$ cat config.mk
export PLATFORM = sky130hd
export DESIGN_NAME = uart_rx
export DESIGN_NICKNAME = d
export VERILOG_FILES = /design/src/rtl/uart_rx.sv
export SDC_FILE = /design/constraint.sdc
export NUM_CORES = 1
export LEC_CHECK = 0
export ABC_AREA = 1
export CAP_MARGIN = 20
export CELL_PAD_IN_SITES_DETAIL_PLACEMENT = 0
export CELL_PAD_IN_SITES_GLOBAL_PLACEMENT = 1
export CORE_AREA = 2 2 79 81
export CTS_BUF_LIST = sky130_fd_sc_hd__clkbuf_2 sky130_fd_sc_hd__clkbuf_4 sky130_fd_sc_hd__clkbuf_8
export CTS_CLUSTER_DIAMETER = 40
export DETAILED_ROUTE_END_ITERATION = 6
export DIE_AREA = 0 0 81 83
export PLACE_DENSITY_LB_ADDON = 0.1
export SLEW_MARGIN = 20
export SYNTH_ARGS = -nofsm -noshare
export SYNTH_HDL_FRONTEND = slang
export SYNTH_SLANG_ARGS = --single-unit
$ cat constraint.sdc
create_clock -name clk -period 2.01 [get_ports clk]
set_input_delay 0.5025 -clock clk [delete_from_list [all_inputs] [get_ports clk]]
set_output_delay 0.5025 -clock clk [all_outputs]
set_load 0.05 [all_outputs]
$ cat src/rtl/uart_rx.sv
// UART receiver: 2-FF synchroniser, mid-bit sampling, 8N1 framing with frame-error detection.
// Define UART_RX_PARITY_EN to add a parity bit between data and stop (sense set by PARITY_ODD).
module uart_rx #(
   parameter int CLK_FREQ   = 50_000_000,
   parameter int BAUD_RATE  = 115200,
   parameter int PARITY_ODD = 0
) (
   input  logic       clk,
   input  logic       rst_,
   input  logic       rx_serial,
   output logic [7:0] rx_data,
   output logic       rx_valid,
   output logic       rx_busy,
   output logic       frame_err,
   output logic       parity_err
);

   localparam int DIVISOR = CLK_FREQ / BAUD_RATE;
   localparam int HALF    = DIVISOR / 2;
   localparam int CW      = (DIVISOR > 1) ? $clog2(DIVISOR) : 1;
   localparam logic [CW-1:0] LAST_CNT = CW'(DIVISOR - 1);
   localparam logic [CW-1:0] MID_CNT  = CW'(HALF - 1);

   typedef enum logic [2:0] {
      S_IDLE,
      S_START,
      S_DATA,
`ifdef UART_RX_PARITY_EN
      S_PARITY,
`endif
      S_STOP,
      S_WAIT_IDLE
   } state_t;

   state_t          state_q, state_d;
   logic            sync1_q, rx_s_q;
   logic [CW-1:0]   cnt_q, cnt_d;
   logic [2:0]      idx_q, idx_d;
   logic [7:0]      shift_q, shift_d;
   logic [7:0]      data_q, data_d;
   logic            valid_q, valid_d;
   logic            ferr_q, ferr_d;
`ifdef UART_RX_PARITY_EN
   logic            par_bad_q, par_bad_d;
   logic            perr_q, perr_d;
`endif

   always_comb begin
      state_d = state_q;
      cnt_d   = cnt_q;
      idx_d   = idx_q;
      shift_d = shift_q;
      data_d  = data_q;
      valid_d = 1'b0;
      ferr_d  = 1'b0;
`ifdef UART_RX_PARITY_EN
      par_bad_d = par_bad_q;
      perr_d    = 1'b0;
`endif
      case (state_q)
         S_IDLE: begin
            if (!rx_s_q) begin
               cnt_d   = '0;
               state_d = S_START;
            end
         end
         S_START: begin
            if (cnt_q == MID_CNT) begin
               // A start bit that is already gone at mid-bit is treated as a glitch.
               if (rx_s_q) begin
                  state_d = S_IDLE;
               end else begin
                  cnt_d   = '0;
                  idx_d   = '0;
                  state_d = S_DATA;
               end
            end else begin
               cnt_d = cnt_q + CW'(1);
            end
         end
         S_DATA: begin
            if (cnt_q == LAST_CNT) begin
               cnt_d          = '0;
               shift_d[idx_q] = rx_s_q;
               if (idx_q == 3'd7) begin
`ifdef UART_RX_PARITY_EN
                  state_d = S_PARITY;
`else
                  state_d = S_STOP;
`endif
               end else begin
                  idx_d = idx_q + 3'd1;
               end
            end else begin
               cnt_d = cnt_q + CW'(1);
            end
         end
`ifdef UART_RX_PARITY_EN
         S_PARITY: begin
            if (cnt_q == LAST_CNT) begin
               cnt_d     = '0;
               par_bad_d = ((^shift_q) ^ rx_s_q) != PARITY_ODD[0];
               state_d   = S_STOP;
            end else begin
               cnt_d = cnt_q + CW'(1);
            end
         end
`endif
         S_STOP: begin
            if (cnt_q == LAST_CNT) begin
               cnt_d = '0;
               if (!rx_s_q) begin
                  ferr_d  = 1'b1;
                  state_d = S_WAIT_IDLE;
               end
`ifdef UART_RX_PARITY_EN
               else if (par_bad_q) begin
                  perr_d  = 1'b1;
                  state_d = S_IDLE;
               end
`endif
               else begin
                  data_d  = shift_q;
                  valid_d = 1'b1;
                  state_d = S_IDLE;
               end
            end else begin
               cnt_d = cnt_q + CW'(1);
            end
         end
         S_WAIT_IDLE: begin
            if (rx_s_q) begin
               state_d = S_IDLE;
            end
         end
         default: state_d = S_IDLE;
      endcase
   end

   always_ff @(posedge clk or negedge rst_) begin
      if (!rst_) begin
         sync1_q   <= 1'b1;
         rx_s_q    <= 1'b1;
         state_q   <= S_IDLE;
         cnt_q     <= '0;
         idx_q     <= '0;
         shift_q   <= '0;
         data_q    <= '0;
         valid_q   <= 1'b0;
         ferr_q    <= 1'b0;
`ifdef UART_RX_PARITY_EN
         par_bad_q <= 1'b0;
         perr_q    <= 1'b0;
`endif
      end else begin
         sync1_q   <= rx_serial;
         rx_s_q    <= sync1_q;
         state_q   <= state_d;
         cnt_q     <= cnt_d;
         idx_q     <= idx_d;
         shift_q   <= shift_d;
         data_q    <= data_d;
         valid_q   <= valid_d;
         ferr_q    <= ferr_d;
`ifdef UART_RX_PARITY_EN
         par_bad_q <= par_bad_d;
         perr_q    <= perr_d;
`endif
      end
   end

   assign rx_data   = data_q;
   assign rx_valid  = valid_q;
   assign rx_busy   = (state_q != S_IDLE);
   assign frame_err = ferr_q;
`ifdef UART_RX_PARITY_EN
   assign parity_err = perr_q;
`else
   logic unused_parity_sense;
   assign unused_parity_sense = PARITY_ODD[0];
   assign parity_err = 1'b0;
`endif

endmodule
==> Word level (Yosys, flattened, before mapping) <==
Cells that the tools add are included.
{ "classes": {"addsub": 2, "magnitude_cmp": 2, "n_eq_ne": 15, "mux": 27, "reduce_logical": 10} }
{ "ops": {"columns": ["operator", "count"], "rows": [
  ["$mux 3", 11],
  ["$mux 9", 3],
  ["$pmux 9 s3", 1],
  ["$ne 2x2->1 const B", 8],
  ["$pmux 3 s5", 1],
  ["$add 9x1->9 const B", 1],
  ["$eq 9x8->1 const B", 1],
  ["$eq 9x9->1 const B", 1],
  ["$bwmux 8", 1],
  ["$mux 1", 7],
  ["$eq 3x2->1 const B", 2],
  ["$eq 3x3->1 const B", 2],
  ["$pmux 3 s2", 1],
  ["$reduce_and 6->1", 1],
  ["$reduce_bool 3->1", 2],
  ["$reduce_and 5->1", 1],
  ["$lt 3x4->1 const B", 1],
  ["$add 3x1->3 const B", 1],
  ["$demux 1 s3", 1],
  ["$eq 3x1->1 const B", 1],
  ["$ge 3x1->1 const B", 1],
  ["$logic_not 3->1", 1],
  ["$reduce_and 3->1", 1],
  ["$mux 2", 1],
  ["other kinds (4)", 4]
]} }
{ "word_totals": {"reg_bits": 35, "in_bits": 3, "output_inout_bits": 12} }

==> Logic depth before layout (Yosys ltp) <==
Gate-level depths: netlist of the first run.
{ "logic_depth": {"depth_word": 5, "mapped_depth": 11, "depth_no_buf": 11} }

==> Worst setup path before layout of the first run <==
OpenSTA, ideal clock, no wires.
{ "synth_timing": {"path_kind": "flip-flop to output port", "startpoint": "register state_q[1]", "endpoint": "output port rx_busy", "arrival_time_ps": 989, "t_required_ps": 1507, "slack_ps": 518, "stages_incl_launch_ff": 3, "n_path_buf": 0, "cell_sequence": "dfrtp_1 > nor2_1 > nand2_1"} }
{ "synth_between": {"elab_chain_cells": 1} }
{ "synth_rtl": {"columns": ["item", "line", "source"], "rows": [
  ["start: declaration", "35", "state_t state_q, state_d;"],
  ["start signal: assignment", "158", "state_q <= state_d;"],
  ["$reduce_bool 3->1", "174", "assign rx_busy = (state_q != S_IDLE);"],
  ["end: declaration", "13", "output logic rx_busy,"]
]} }
No other way between the ends.

==> Final worst setup path of the first run <==
{ "layout_timing": {"startpoint": "register data_q[3], in the netlist rx_data[3]", "endpoint": "output port rx_data[3]"} }
{ "layout_rtl": {"columns": ["item", "line", "source"], "rows": [
  ["start: declaration", "40", "logic [7:0] data_q, data_d;"],
  ["start signal: assignment", "162", "data_q <= data_d;"],
  ["end: declaration", "11", "output logic [7:0] rx_data,"]
]} }
No word-level cell between the ends.

==> results of run 1 <==
## timing repair
item,CTS,global route
hold buffers,0,0
gates resized for setup,0,1
setup endpoints to repair,0,1
## per-layer routing
metal  track usage  vias up  wire length [um]
li1              -      824                 -
met1         0.196      699              2150
met2         0.211       12              1910
met3        0.0380        5                90
met4        0.0339        0                51
met5             0        -                 0
## worst max path at each step
| stage | startpoint | to | slack [ns] | cells after the start |
|---|---|---|---|---|
| floorplan | state_q[1] | rx_busy | 0.52 | 2 |
| global placement | idx_q[0] | idx_q[0] | 0.33 | 7 |
| detailed placement | idx_q[0] | idx_q[1] | 0.34 | 7 |
| CTS | state_q[2] | rx_busy | 0.05 | 3 |
| global route | rx_data[5] | rx_data[5] | 0.01 | 1 |
| finish | rx_data[3] | rx_data[3] | 0.07 | 1 |
## synth_stat cells, types with 2 or more instances
| library cell | n |
|---|---|
| xor2_1 | 3 |
| nor2_2 | 4 |
| nand3_1 | 33 |
| o21ai_1 | 11 |
| nand2_2 | 4 |
| o21ai_2 | 2 |
| nor2_4 | 4 |
| o21ai_0 | 5 |
| ha_1 | 5 |
| nand2_1 | 79 |
| inv_1 | 27 |
| dfrtp_1 | 33 |
| inv_2 | 5 |
| buf_2 | 2 |
| dfstp_2 | 2 |
| nand3_4 | 2 |
| nand4_1 | 3 |
| nor2_1 | 14 |
## state kept, by name (all words and copies together) (netlist names)
register / count
cnt_q: 9
frame_err: 1
idx_q: 3
rx_data: 8
rx_s_q: 1
rx_valid: 1
shift_q: 8
state_q: 3
sync1_q: 1
## through the flow
stage | util | hold slack [ns] | cell area (sq um) | cells
final | 0.387 | 0.247 | 2250 | 344
after global routing | 0.387 | 0.297 | 2250 | 344
after CTS | 0.387 | 0.260 | 2250 | 344
after detailed placement | 0.372 | 0.351 | 2160 | 336
after global placement | 0.372 | 0.349 | 2160 | 336
after floorplan | - | 0.207 | 1950 | 250
## kinds of logic (layout without fill, tap and decap cells)
group                      after synthesis  in the layout
AOI/OAI and AO/OA                       21             21
xor gates and xnor gates                 3              3
and+or+nand+nor                        147            147
other                                    1              1
buffers and inverters                   38             57
DFF                                     35             35
adders and majority gates                5              5
## layout make-up
cell class	instances	area [sq um]	area share
multi-input combinational	177	911	0.405
sequential	35	880	0.391
timing repair buffer	16	153	0.0678
inverter	33	125	0.0556
tap	75	93.8	0.0417
clock buffer	6	76.3	0.0339
clock inverter	2	12.5	0.00556
## power groups by stage
stage / Sequential (W) / Combinational [W] / Clock, W
2_1_floorplan: 0.000722 / 0.0000132 / 0
3_3_place_gp: 0.000726 / 0.0000311 / 0
3_5_place_dp: 0.000725 / 0.0000309 / 0
4_1_cts: 0.000712 / 0.0000310 / 0.000543
5_1_grt: 0.000712 / 0.0000339 / 0.000570
6_report: 0.000712 / 0.0000291 / 0.000517
==> flow_metrics.tcl, run 1 <==
set metrics [dict create \
    power_frac_comb 0.023 \
    finish.net_count 276 \
    timing.hold.worst.class "input pin to async pin" \
    synth.distinct_cells 30 \
    worst-path-buf-inv 1 \
    fillers 621 \
    final_max_slew_viol_count 0 \
    fp.dieH_um 83 \
    grt_max_degree 36 \
    post_synth_main_area_contributors "dfrtp_1 42%, nand2_1 15%, nand3_1 8.5%, inv_1 5.2%, ha_1 3.2%" \
    cts_post_setup_buffers_inserted 0 \
    floorplan.io_pins 15 \
    synth_seq_cells 35 \
    placeableCoreArea_sq_um 5820 \
    synth.mux.area_fraction 0 \
    final-hold-violation-count 0 \
    totalNegativeSetupSlack_ns 0 \
    postSynthAreaPerCell_sq_um 7.79 \
    die_w_um 81 \
    cp_slowest_cell "clkdlybuf4s50_1" \
    syn_area_sq_um 1950 \
    vias 1540 \
    worstPathCellList "clkdlybuf4s50_1" \
    clkPwrFrac 0.411 \
    wl_per_cell_um 12.2 \
    path_delay_family "buffers and inverters" \
    die_area_sq_um 6720 \
    critical_path.max_fanout 2 \
    rr_worst_depth 7 \
    antennaDiodeCount 0 \
    p_sw_w 0.000289 \
    area_growth_syn_to_layout_pct 15.6 \
    place.port_buffers 13 \
    worstSetupEndpointType "primary output" \
    cellInternalPower_w 0.000969 \
    shortest_period_the_worst_path_allows_ns 1.94 \
    leakage_nw 1.13 \
    switching_share 0.230 \
    synthSimpleGateAreaFrac 0.361 \
    viasPerCell 4.48 \
    effective_utilization_at_floorplan 0.335 \
    setup.worst_path.start_class "flop" \
    cts_sinks 35 \
    post_syn_instances 250 \
    synth_top_family_by_area "simple AND/OR/NAND/NOR gates" \
    tritoncts "yes" \
    critPathKind "flop to primary output" \
    grt_pass1_vias 1493 \
    synth_flop_cell "dfrtp_1" \
    cts_max_path_buffers 2 \
    initial_antenna_violation_count 0 \
    async_reset_ff_frac 1.00 \
    layout_common_cells "79 x nand2_1, 33 x nand3_1, 32 x dfrtp_1" \
    cp.arrival_ns 1.43 \
    synth-edff-count 0 \
    crit_share_post_route 0.963 \
    synth_seq_area_share 0.451 \
    unrepaired_setup_endpoints_after_global_routing "false" \
    clk_pin_slew_worst_paths_ns 0.08 \
    cts-root-buf "clkbuf_8" \
    grt.overflow.total 0 \
    regToRegEndpoint "idx_q[1]" \
    htreeDepth 2 \
    gp_congestion 0.784 \
    timing.max_cap.violations 0 \
    num_cts_buffers 5 \
    detail_route_antenna_nets 0 \
    power.share.sequential 0.566 \
    final_critical_path_setup_slack_ns 0.0735 \
    result_of_the_run "finished clean" \
    yosysWarnings 0 \
    global_route.usage.total 0.139 \
    first_pass_grt_wire_length_um 7330 \
    critPathMaxStageDelay_ns 0.80 \
    synth_largest_area_cell "dfrtp_1" \
    layout-drive-gt1-share 0.156 \
    post-place-ws_ns 0.344 \
    power_per_cell_area_nw_per_um2 559 \
    route.final.wire_length_um 4210 \
    count_of_routing_violations_after_the_opening_detailed_route_iteration 77 \
    power_w 0.00126 \
    synthXorXnorAreaFrac 0.0135 \
    detail_route.first_pass.iterations 4 \
    area_share_of_the_largest_cell_type_after_synthesis 0.424 \
    rrSetupSlack_ns 0.35 \
    num_rows 28 \
    synth-compound-area-share 0.0598 \
    clock_insertion_delay_worst_skew_ns 0.29 \
    final-setup-viol-count 0 \
    skew_ns 0.00804 \
    hpwlAfterDp_um 3100 \
    synth_fa_ha_area_frac 0.0321 \
    critical_register_to_register_path_startpoint "idx_q[0]" \
    critical_path_required_time_ns 1.51 \
    ir_worst_vdd_v 0.000289 \
    final_common_cell "nand2_1" \
    syn-num-nets 258 \
    post-route-drc-count 0 \
    timing.fmax_mhz 516 \
]
(Power assumes the default switching activity.)
==> run 2: changes to the inputs <==
--- a/config.mk
+++ b/config.mk
@@ -14,7 +14,8 @@
 export CTS_CLUSTER_DIAMETER = 40
 export DETAILED_ROUTE_END_ITERATION = 6
 export DIE_AREA = 0 0 81 83
-export PLACE_DENSITY_LB_ADDON = 0.1
+export MAX_ROUTING_LAYER = met4
+export PLACE_DENSITY_LB_ADDON = 0.25
 export SLEW_MARGIN = 20
 export SYNTH_ARGS = -nofsm -noshare
 export SYNTH_HDL_FRONTEND = slang
==> flow_metrics.tcl, run 2 (synthesis gave the netlist of run 1 again) <==
set metrics [dict create \
    fp.dieH_um 83 \
    grt_pass1_vias 1489 \
    tritoncts "yes" \
    htreeDepth 2 \
    gp_congestion 0.789 \
    shortest_period_the_worst_path_allows_ns 1.96 \
    detail_route.first_pass.iterations 4 \
    final_critical_path_setup_slack_ns 0.0520 \
    power_per_cell_area_nw_per_um2 560 \
    global_route.usage.total 0.143 \
    power.share.sequential 0.559 \
    final-setup-viol-count 0 \
    critPathMaxStageDelay_ns 0.80 \
    critical_path.endpoint "rx_data[2]" \
    power_w 0.00127 \
    critical_path_required_time_ns 1.51 \
    worstPathCellList "clkdlybuf4s50_1" \
    setup.worst_path.start_class "flop" \
    floorplan.io_pins 15 \
    cp.arrival_ns 1.46 \
    vias 1570 \
    first_pass_grt_wire_length_um 7310 \
    effective_utilization_at_floorplan 0.335 \
    die_w_um 81 \
    finish.net_count 276 \
    startpoint "rx_data[2]" \
    initial_antenna_violation_count 0 \
    worst-path-buf-inv 1 \
    cts_max_path_buffers 2 \
    rr_worst_depth 7 \
    timing.fmax_mhz 511 \
    cts_sinks 35 \
    cts_post_setup_buffers_inserted 0 \
    ir_worst_vdd_v 0.000243 \
    wl_per_cell_um 12.3 \
    rrSetupSlack_ns 0.35 \
    area_growth_syn_to_layout_pct 16.3 \
    regToRegEndpoint "idx_q[2]" \
    result_of_the_run "finished clean" \
    critical_path.max_fanout 2 \
    num_cts_buffers 5 \
    clock_insertion_delay_worst_skew_ns 0.29 \
    leakage_nw 1.13 \
    antennaDiodeCount 0 \
    layout-drive-gt1-share 0.156 \
    totalNegativeSetupSlack_ns 0 \
    route.final.wire_length_um 4210 \
    timing.max_cap.violations 0 \
    unrepaired_setup_endpoints_after_global_routing "false" \
    critPathKind "flop to primary output" \
    post-route-cell-area_sq_um 2260 \
    ctsHoldBuffers 0 \
    power_frac_comb 0.029 \
    grt_max_degree 19 \
    layout_common_cells "79 x nand2_1, 33 x nand3_1, 32 x dfrtp_1" \
    num_rows 28 \
    largest_register "cnt_q" \
    p_sw_w 0.000295 \
    cellInternalPower_w 0.000971 \
    clk_pin_slew_worst_paths_ns 0.07 \
    clkPwrFrac 0.412 \
    place.port_buffers 13 \
    final-hold-violation-count 0 \
    timing.hold.worst.class "input pin to async pin" \
    critical_register_to_register_path_startpoint "idx_q[0]" \
    placement.cell_area_sq_um 2170 \
    post-place-ws_ns 0.353 \
    detail_route_antenna_nets 0 \
    path_delay_family "buffers and inverters" \
    skew_ns 0.00196 \
    worstSetupPathDepth 1 \
    placeableCoreArea_sq_um 5820 \
    cts-root-buf "clkbuf_8" \
    hpwlAfterDp_um 3090 \
    count_of_routing_violations_after_the_opening_detailed_route_iteration 103 \
    post-route-drc-count 0 \
    viasPerCell 4.56 \
    largest_register_ffs 9 \
    switching_share 0.233 \
    crit_share_post_route 0.974 \
    worstSetupEndpointType "primary output" \
    final_max_slew_viol_count 0 \
    final_common_cell "nand2_1" \
    die_area_sq_um 6720 \
    cp_slowest_cell "clkdlybuf4s50_1" \
    grt.overflow.total 0 \
]
run 2: metal layers:
layer,share of wire,track usage,wire length (um)
met1,0.52,0.195,2180
met2,0.44,0.210,1870
met3,0.027,0.0326,113
met4,0.012,0.0462,52
met5,0,-,0
run 2: what timing repair did:
action | 4_1_cts | 5_1_grt
gates resized for setup | 0 | 1
setup endpoints to repair | 0 | 1
endpoints found under the hold margin | 0 | 0
run 2: worst min-delay path by stage:
stage,from,end,slack (ns),cells past startpoint
after floorplan,rst_,cnt_q[0],0.21,0
after global placement,sync1_q,rx_s_q,0.35,0
after detailed placement,sync1_q,rx_s_q,0.35,0
after CTS,rst_,cnt_q[0],0.16,1
after global routing,rst_,cnt_q[0],0.17,1
final,rst_,cnt_q[0],0.16,1
run 2: final cells by class:
cell class,instances,area [sq um]
clock buffer,6,76.3
clock inverter,2,12.5
fill,641,3550
inverter,33,125
multi-input combinational,177,911
sequential,35,880
tap,75,93.8
timing repair buffer,16,165
run 2: through the flow:
stage | hold WS, ns | util | std cells
2_1_floorplan | 0.207 | - | 250
3_3_place_gp | 0.348 | 0.374 | 336
3_5_place_dp | 0.351 | 0.374 | 336
4_1_cts | 0.161 | 0.389 | 344
5_1_grt | 0.172 | 0.389 | 344
6_report | 0.156 | 0.389 | 344
run 2: power groups by stage:
stage / clock [W] / sequential, W / combinational [W]
2_1_floorplan: 0 / 0.000722 / 0.0000132
3_3_place_gp: 0 / 0.000722 / 0.0000383
3_5_place_dp: 0 / 0.000722 / 0.0000381
4_1_cts: 0.000544 / 0.000708 / 0.0000382
5_1_grt: 0.000577 / 0.000708 / 0.0000412
6_report: 0.000522 / 0.000708 / 0.0000363
==> run 3: changes to the inputs <==
--- a/config.mk
+++ b/config.mk
@@ -16,6 +16,7 @@
 export DIE_AREA = 0 0 81 83
 export MAX_ROUTING_LAYER = met4
 export PLACE_DENSITY_LB_ADDON = 0.25
+export RECOVER_POWER = 50
 export SLEW_MARGIN = 20
 export SYNTH_ARGS = -nofsm -noshare
 export SYNTH_HDL_FRONTEND = slang
==> flow_metrics.tcl, run 3 (synthesis gave the netlist of run 1 again) <==
set metrics [dict create \
    global_route.usage.total 0.143 \
    num_rows 28 \
    htreeDepth 2 \
    worst_slew_pin_slew_ns 1.03 \
    final_max_slew_viol_count 0 \
    grt_max_degree 19 \
    grt_pass1_vias 1489 \
    unrepaired_setup_endpoints_after_global_routing "false" \
    result_of_the_run "finished clean" \
    die_w_um 81 \
    cp_slowest_cell "clkdlybuf4s50_1" \
    fp.dieH_um 83 \
    die_area_sq_um 6720 \
    final-hold-violation-count 0 \
    critical_path_required_time_ns 1.51 \
    worstSetupEndpointType "primary output" \
    cts_max_path_buffers 2 \
    power_w 0.00126 \
    route.final.wire_length_um 4220 \
    viasPerCell 4.55 \
    path_delay_family "buffers and inverters" \
    leakage_nw 1.11 \
    timing.fmax_mhz 511 \
    count_of_routing_violations_after_the_opening_detailed_route_iteration 101 \
    effective_utilization_at_floorplan 0.335 \
    final_common_cell "nand2_1" \
    vias 1566 \
    place.detailed.instances 336 \
    critPathMaxStageDelay_ns 0.80 \
    num_cts_buffers 5 \
    area_growth_syn_to_layout_pct 14.7 \
    largest_register_ffs 9 \
    cts_post_setup_buffers_inserted 0 \
    clk_pin_slew_worst_paths_ns 0.07 \
    initial_antenna_violation_count 0 \
    timing.hold.worst.class "flop to flop" \
    critPathKind "flop to primary output" \
    shortest_period_the_worst_path_allows_ns 1.96 \
    post-route-drc-count 0 \
    power_per_cell_area_nw_per_um2 566 \
    slew_headroom 0.312 \
    final_cells 344 \
    register_area_sq_um 880 \
    setup.worst_path.start_class "flop" \
    cp.arrival_ns 1.46 \
    layout-drive-gt1-share 0.141 \
    totalNegativeSetupSlack_ns 0 \
    holdWs_ns 0.362 \
    largest_register "cnt_q" \
    wl_per_cell_um 12.3 \
    finish.net_count 276 \
    clock_insertion_delay_worst_skew_ns 0.29 \
    hpwlAfterDp_um 3090 \
    tritoncts "yes" \
    first_pass_grt_wire_length_um 7310 \
    layout_common_cells "79 x nand2_1, 33 x nand3_1, 32 x dfrtp_1" \
    cts-root-buf "clkbuf_8" \
    crit_share_post_route 0.974 \
    critical_path.max_fanout 2 \
    floorplan.io_pins 15 \
    worstPathCellList "clkdlybuf4s50_1" \
    gp_congestion 0.789 \
    timing.max_cap.violations 0 \
    detail_route.first_pass.iterations 4 \
    antennaDiodeCount 0 \
    detail_route_antenna_nets 0 \
    multi_input_area_sq_um 903 \
    ir_worst_vdd_v 0.000243 \
    final-setup-viol-count 0 \
    skew_ns 0.00215 \
    fillers 644 \
    place.port_buffers 13 \
    worst-path-buf-inv 1 \
    grt.overflow.total 0 \
    cts_sinks 35 \
    placeableCoreArea_sq_um 5820 \
]
[run 3: layout make-up]
| class | count | share of cell area |
|---|---|---|
| sequential | 35 | 0.394 |
| clock buffer | 6 | 0.0342 |
| clock inverter | 2 | 0.00561 |
| multi-input combinational | 177 | 0.405 |
| timing repair buffer | 16 | 0.0633 |
| tap | 75 | 0.0420 |
| inverter | 33 | 0.0561 |
[run 3: metrics by stage]
| stage | utilization | cell area [sq um] | setup WS, ns |
|---|---|---|---|
| after floorplan | - | 1950 | 0.518 |
| after detailed placement | 0.374 | 2170 | 0.353 |
| after global routing | 0.384 | 2230 | 0.00679 |
| after CTS | 0.389 | 2260 | 0.0261 |
| final | 0.384 | 2230 | 0.0517 |
| after global placement | 0.374 | 2170 | 0.353 |
[run 3: power by group]
part / switching [W] / total (W) / internal, W
sequential: 0.000000834 / 0.000708 / 0.000707
clock: 0.000267 / 0.000522 / 0.000256
combinational: 0.0000276 / 0.0000319 / 0.00000433
[run 3: path summary, 6_finish.rpt]
path	startpoint	end	slack (ns)	cells past startpoint
min in group asynchronous	rst_	cnt_q[0]	0.37	1
worst min register to register	sync1_q	rx_s_q	0.36	0
max in group asynchronous	rst_	rx_data[0]	0.60	2
worst max register to register	state_q[2]	rx_data[2]	0.33	7
worst min-delay path	sync1_q	rx_s_q	0.36	0
worst max-delay path	rx_data[2]	rx_data[2]	0.05	1
[run 3: per-layer routing]
metal / wire (um) / part of all wire / vias up / GRT usage
met5: 0 / 0 / - / -
met3: 113 / 0.027 / 5 / 0.0326
met1: 2190 / 0.52 / 719 / 0.195
li1: - / - / 822 / -
met4: 52 / 0.012 / 0 / 0.0462
met2: 1870 / 0.44 / 20 / 0.210
[run 3: what timing repair did]
item	4_1_cts	5_1_grt
setup endpoints to repair	0	1
resized for setup	0	1
hold buffers	0	0
